===== config.mk =====
export PLATFORM = sky130hd
export DESIGN_NAME = btn_conditioner
export DESIGN_NICKNAME = d
export VERILOG_FILES = /design/src/rtl/btn_pkg.sv /design/src/rtl/btn_channel.sv /design/src/rtl/btn_conditioner.sv
export SDC_FILE = /design/constraint.sdc
export NUM_CORES = 1
export LEC_CHECK = 0
export CAP_MARGIN = 30
export CORE_MARGIN = 10
export CORE_UTILIZATION = 61
export DETAILED_ROUTE_END_ITERATION = 8
export HOLD_SLACK_MARGIN = 0.12
export MAX_ROUTING_LAYER = met4
export PLACE_DENSITY = 0.79
export SYNTH_ARGS = -nofsm -noshare
export SYNTH_HDL_FRONTEND = slang
export SYNTH_HIERARCHICAL = 1
export SYNTH_SLANG_ARGS = --single-unit

===== constraint.sdc =====
create_clock -name clk -period 2.7 [get_ports clk]
set_clock_uncertainty 0.2 [all_clocks]
set_input_delay 0.54 -clock clk [delete_from_list [all_inputs] [get_ports clk]]
set_output_delay 0.54 -clock clk [all_outputs]
set_load 0.01 [all_outputs]

===== src/rtl/btn_pkg.sv =====
// Shared types and default timing constants for the push-button conditioner.
// The defaults assume a 65 MHz system clock: a 10 ms debounce and a 100 ms auto-repeat period.
package btn_pkg;

  typedef enum logic [1:0] {
    MODE_LEVEL  = 2'b00,
    MODE_PRESS  = 2'b01,
    MODE_TOGGLE = 2'b10,
    MODE_REPEAT = 2'b11
  } btn_mode_t;

  localparam int DB_CYCLES_DEF     = 650_000;
  localparam int REPEAT_CYCLES_DEF = 6_500_000;

endpackage


===== src/rtl/btn_channel.sv =====
// One button channel: two-flop synchroniser, debounce counter, edge pulses,
// toggle bit and auto-repeat timer, with a registered mode-selected output.
module btn_channel
  import btn_pkg::*;
#(
  parameter int DB_CYCLES     = DB_CYCLES_DEF,
  parameter int REPEAT_CYCLES = REPEAT_CYCLES_DEF
) (
  input  logic       clk,
  input  logic       rst,
  input  logic       btn_in,
  input  logic [1:0] mode,
  output logic       btn_level,
  output logic       btn_press,
  output logic       btn_release,
  output logic       btn_out
);

  localparam int DBW = $clog2(DB_CYCLES);
  localparam int RPW = $clog2(REPEAT_CYCLES);
  localparam logic [DBW-1:0] DB_MAX = DBW'(DB_CYCLES - 1);
  localparam logic [RPW-1:0] RP_MAX = RPW'(REPEAT_CYCLES - 1);

  logic [1:0]     sync_q;
  logic [DBW-1:0] db_cnt, db_cnt_nxt;
  logic [RPW-1:0] rep_cnt, rep_cnt_nxt;
  logic           toggle_q, toggle_nxt;
  logic           lvl_nxt, press_nxt, rel_nxt, rep_nxt, out_nxt;

  always_comb begin
    lvl_nxt     = btn_level;
    db_cnt_nxt  = '0;
    rep_cnt_nxt = '0;
    rep_nxt     = 1'b0;
    out_nxt     = 1'b0;

    if (sync_q[1] != btn_level) begin
      if (db_cnt == DB_MAX) begin
        lvl_nxt = ~btn_level;
      end else begin
        db_cnt_nxt = db_cnt + 1'b1;
      end
    end

    press_nxt  = lvl_nxt & ~btn_level;
    rel_nxt    = ~lvl_nxt & btn_level;
    toggle_nxt = toggle_q ^ press_nxt;

    // Gating on the next level stops repeats in the very cycle the level drops.
    if (lvl_nxt && !press_nxt) begin
      if (rep_cnt == RP_MAX) begin
        rep_nxt = 1'b1;
      end else begin
        rep_cnt_nxt = rep_cnt + 1'b1;
      end
    end

    case (btn_mode_t'(mode))
      MODE_LEVEL:  out_nxt = lvl_nxt;
      MODE_PRESS:  out_nxt = press_nxt;
      MODE_TOGGLE: out_nxt = toggle_nxt;
      MODE_REPEAT: out_nxt = press_nxt | rep_nxt;
      default:     out_nxt = 1'b0;
    endcase
  end

  always_ff @(posedge clk) begin
    if (rst) begin
      sync_q      <= '0;
      db_cnt      <= '0;
      rep_cnt     <= '0;
      toggle_q    <= 1'b0;
      btn_level   <= 1'b0;
      btn_press   <= 1'b0;
      btn_release <= 1'b0;
      btn_out     <= 1'b0;
    end else begin
      sync_q      <= {sync_q[0], btn_in};
      db_cnt      <= db_cnt_nxt;
      rep_cnt     <= rep_cnt_nxt;
      toggle_q    <= toggle_nxt;
      btn_level   <= lvl_nxt;
      btn_press   <= press_nxt;
      btn_release <= rel_nxt;
      btn_out     <= out_nxt;
    end
  end

endmodule


===== src/rtl/btn_conditioner.sv =====
// Multi-channel button conditioner: N_CH independent btn_channel instances
// sharing clock and reset, with per-channel 2-bit mode fields.
module btn_conditioner
  import btn_pkg::*;
#(
  parameter int N_CH          = 5,
  parameter int DB_CYCLES     = DB_CYCLES_DEF,
  parameter int REPEAT_CYCLES = REPEAT_CYCLES_DEF
) (
  input  logic              clk,
  input  logic              rst,
  input  logic [N_CH-1:0]   btn_in,
  input  logic [2*N_CH-1:0] mode,
  output logic [N_CH-1:0]   btn_level,
  output logic [N_CH-1:0]   btn_press,
  output logic [N_CH-1:0]   btn_release,
  output logic [N_CH-1:0]   btn_out
);

  for (genvar i = 0; i < N_CH; i++) begin : g_ch
    btn_channel #(
      .DB_CYCLES    (DB_CYCLES),
      .REPEAT_CYCLES(REPEAT_CYCLES)
    ) u_ch (
      .clk        (clk),
      .rst        (rst),
      .btn_in     (btn_in[i]),
      .mode       (mode[2*i+1:2*i]),
      .btn_level  (btn_level[i]),
      .btn_press  (btn_press[i]),
      .btn_release(btn_release[i]),
      .btn_out    (btn_out[i])
    );
  end

endmodule


* Yosys cells after proc, flatten, opt, wreduce, memory -nomap -nowiden *
Index checks and enable logic that the tools add are counted.

storage, ports and cells
  bits in registers = 250
  bits of input ports = 17
  output and inout port bits = 20
  word-level logic and storage cells = 170

operators by class
  $add $sub $neg = 10
  eq/ne operators = 30
  multiplexer cells = 25
  bitwise operators = 40
  reduce and logical (&&, ||, !) cells = 25

operators with widths
  cell                                                 number
  adder 23 x 1 -> 23 bit, second input constant        5
  equality test 23 bit, second input constant          5
  adder 20 x 1 -> 20 bit, second input constant        5
  equality test 20 bit, second input constant          5
  OR reduction 3 bit                                   10
  equality test 2 bit, second input constant           10
  2-to-1 mux 1 bit                                     20
  inverter 1 bit                                       20
  case mux 1 bit (4 select lines)                      5
  bitwise AND 1 bit                                    10
  equality test 2 x 1 -> 1 bit, second input constant  5
  zero test 2 bit                                      5
  logical AND 1 bit                                    5
  zero test 1 bit                                      5
  inequality test 1 bit                                5
  OR 1 bit                                             5
  bitwise XOR 1 bit                                    5

* Depth between registers and ports, before layout *
  word-level depth = 9
  depth in mapped cells = 8
  depth with buffers taken out = 7

* Modules after synthesis *
The synthesis kept the hierarchy.

by module, submodules not included
  module                           instances  cells an instance  area each (um^2)  sequential area each (um^2)
  btn_channel at g_ch[0].u_ch ...  4          251                2205.9            1001.0
  btn_channel at g_ch[2].u_ch      1          241                2182.1            1001.0

* Worst setup path before layout *
No wires, ideal clock.

  path type = register to register
  start point = register g_ch[0].u_ch.rep_cnt[0]
  end point = register g_ch[0].u_ch.rep_cnt[20]
  setup time = 114 ps
  arrival time = 1669 ps
  required time = 2386 ps
  slack = 717 ps
  cell stages (with the launch flop) = 7
  path buffers = 0
  clock period less this slack = 1983 ps
  cell sequence = dfxtp_1 ha_1 nand4_1 nor4_1 nand4_1 xor2_1 nor2_1

on the way
  word-level cells in the longest chain between the ends = 2
  elaborated cells on any way between the ends = 3
  those cells by class = 1 x add/sub; 1 x eq/ne; 1 x reduce/logical

ends and longest elaborated chain
  what                                                                            line               text
  start, declared                                                                 btn_channel.sv:26  logic [RPW-1:0] rep_cnt, rep_cnt_nxt;
  start signal, assigned                                                          btn_channel.sv:80  rep_cnt <= rep_cnt_nxt;
  parallel branches: the longest is 2 deep, another holds adder 23 x 1 -> 23 bit  -

Several ways; the timed one is not identified.
A chain may end at the register's enable or synchronous reset.

* Worst setup path in the final report *
  start point = register g_ch[1].u_ch.btn_level
  end point = output port btn_level[1]

RTL lines
  what                    line                   text
  start, declared         btn_channel.sv:13      output logic btn_level,
  start signal, assigned  btn_channel.sv:82      btn_level <= lvl_nxt;
  end, declared           btn_conditioner.sv:14  output logic [N_CH-1:0] btn_level,

No word-level cell between the ends.

==> results.md <==
* Buffers on Ports at 36
* Fin crit share at 90.8%
* Worst-margin pin slew at 635 ps
* Setup Viol. Count Final at 0
* Initial DRC Count at 303
* Pwr Total at 7.35 mW
* Clk slew on worst S/H paths at 60 ps
* Mapped Nets at 1272
* WP data required at 1960 ps
* # DRC at 0
* Internal power at 5.89 mW
* Crit Path Class: flop to output pin
* All-Layer GR Usage at 16.9%
* Critical path capture point type: output pin
* # diodes at 0
* Drt pass-1 iters at 4
* Hold Buf Count CTS at 0
* WL final at 19.9 mm
* Static Leakage at 4.08 nW
* Startpoint Class: flop
* NetSw at 1.45 mW
* Clock latency at the later pin of the worst-skew pair at 530 ps
* # rows at 49
* Min Tclk post-route at 2450 ps
* Mean post-synth cell area at 8.84 sq um
* EDFF count, synth at 0
* Slew HR at 57.3%
* Flop pwr share at 50.5%
* First-pass GRT wire length at 35.3 mm
* Commonest non-fill, non-tap cell in the layout: nor2_1
* Cells along the critical path: clkdlybuf4s50_1
* Async set-reset flop share out of synthesis at 0%
* Status: finished clean
* CTS sink count at 250
* Power density over the cells at 589 nW/um^2
* Max Cap Viol at 0
* # fillers at 1388
* Synth warn at 6
* Placed cell area at 11600 sq um
* Post-route setup slack at 249 ps
* Vias per cell at 5.39
* CTS Buffer Depth at 3
* Unique cell type count in the Yosys netlist at 52
* Largest net degree at the start of global routing at 24
* Die width at 154 um
* Setup_tns at 0 ps
* Area grow syn2layout at 13.4%
* Sw frac at 19.8%
* I/O pin count at 37
* Post-synth top flop: dfxtp_1
* GPL Wtd Cong at 0.815
* Core ar. at 17800 sq um
* Commonest non-fill, non-tap cells in the layout: 282 x nor2_1, 250 x dfxtp_1, 108 x xor2_1
* Vias at 8337
* GRT overflow at 0
* H-tree depth at 1
* Synthesized area at 11000 sq um
* Area of the multi-input gates at 5680 sq um
* Post-DRT Antenna Nets at 0
* WL/cell at 12.9 um
* Unrepaired setup endpoints after global routing: no
* Pre-CTS WS at 396 ps
* Initial Util at 61.7%
* Register Area at 5000 sq um
* Synth Instances at 1245
* Die Footprint at 23800 sq um
* Worst VDD drop at 0.000596 V
* DIE HEIGHT at 154 um
* Final hold violation count at 0
* Delay-heaviest family, CP: buffers and inverters
* Clock power share at 48.3%
* Final nets at 1327
* Crit path max fanout at 10
* Logic pwr share at 1.2%
* Synth Register Bits at 250
* Crit path buf inv count at 1
* Fmax at 408 MHz
* CTS tree: yes
* Hold WC Path Type: input pin to flop
* CP max-delay cell: clkdlybuf4s50_1
* Final instance area at 12500 sq um
* Hpwl dp at 13.0 mm
* Layout cell share with drive strength beyond 1 at 8.12%
* CTS root buf: clkbuf_16
* Seq/Total Area, Yosys at 45.5%
* CTS Buf Count at 27
* PostCTS Resize Cnt at 0
* Critical Path Max Stage Delay at 620 ps
* Critical Path AT at 1710 ps
* Initial antenna violation count at 0
* Post-CTS setup buffer count at 0
* Number of global-route vias before repair at 8097
* Slew Limit Fails at 0
==> synth_stat cells (13+ instances only) <==
| library cell | instances | area (sq um) |
|---|---|---|
| and3_1 | 39 | 244 |
| buf_4 | 16 | 120 |
| clkbuf_1 | 13 | 48.8 |
| dfxtp_1 | 250 | 5000 |
| inv_1 | 32 | 120 |
| nand2_1 | 80 | 300 |
| nand3_1 | 68 | 340 |
| nand4_1 | 54 | 338 |
| nor2_1 | 282 | 1060 |
| nor2b_1 | 19 | 119 |
| nor3_1 | 24 | 120 |
| nor4_1 | 16 | 100 |
| or3_1 | 16 | 100 |
| xnor2_1 | 92 | 806 |
| xor2_1 | 108 | 946 |
==> sequential cells by signal (all words and copies together), names as in the netlist <==
name,count
g_ch.u_ch/toggle_q,5
g_ch.u_ch/db_cnt,100
g_ch.u_ch/btn_press,5
g_ch.u_ch/sync_q,10
g_ch.u_ch/btn_out,5
g_ch.u_ch/btn_level,5
g_ch.u_ch/btn_release,5
g_ch.u_ch/rep_cnt,115
==> layer usage <==
metal  vias up  wire [um]  GRT usage [%]
li1       4309          -              -
met1      3881       9620           21.1
met2       114       9210           27.5
met3        33        708           2.88
met4         0        361           4.90
met5         -          0              -
==> metrics by stage <==
step / hold slack, ps / cells / utilization (%)
4_1_cts: 231 / 1546 / 70.0
3_5_place_dp: 228 / 1500 / 65.1
5_1_grt: 251 / 1546 / 70.0
3_3_place_gp: 215 / 1500 / 65.1
2_1_floorplan: 214 / 1245 / -
6_report: 236 / 1546 / 70.0
==> worst paths after layout <==
check | end | depth (start not counted) | from | slack (ps)
max | btn_level[1] | 1 | g_ch[1].u_ch/btn_level$_SDFF_PP0_ | 250
min | g_ch[4].u_ch/toggle_q$_SDFF_PP0_ | 2 | rst | 240
max reg2reg | g_ch[1].u_ch/rep_cnt[2]$_SDFF_PP0_ | 6 | g_ch[1].u_ch/db_cnt[0]$_SDFF_PP0_ | 390
min reg2reg | g_ch[1].u_ch/sync_q[1]$_SDFF_PP0_ | 1 | g_ch[1].u_ch/sync_q[0]$_SDFF_PP0_ | 240
==> power groups by stage <==
stage,logic (mW),clock network [mW],registers [mW]
2_1_floorplan,0.0470,0,3.79
3_3_place_gp,0.0877,0,3.79
3_5_place_dp,0.0881,0,3.79
4_1_cts,0.0895,3.63,3.71
5_1_grt,0.0972,3.78,3.71
6_report,0.0888,3.55,3.71
==> logic make-up after synthesis <==
family / share of synthesized area [%]
AOI/OAI and AO/OA: 3.42
xor gates and xnor gates: 15.9
adders and majority gates: 1.14
buffers and inverters: 2.92
DFF: 45.5
and+or+nand+nor: 31.1
==> cell type report <==
class                           instances  area share, %
Clock buffer                           36           6.08
Inverter                               32          0.962
Timing Repair Buffer                   59           4.23
Sequential cell                       250           40.1
Multi-Input combinational cell        930           45.5
Clock inverter                         10          0.832
Tap cell                              229           2.30
No activity file was read; power rests on OpenSTA's default activity.
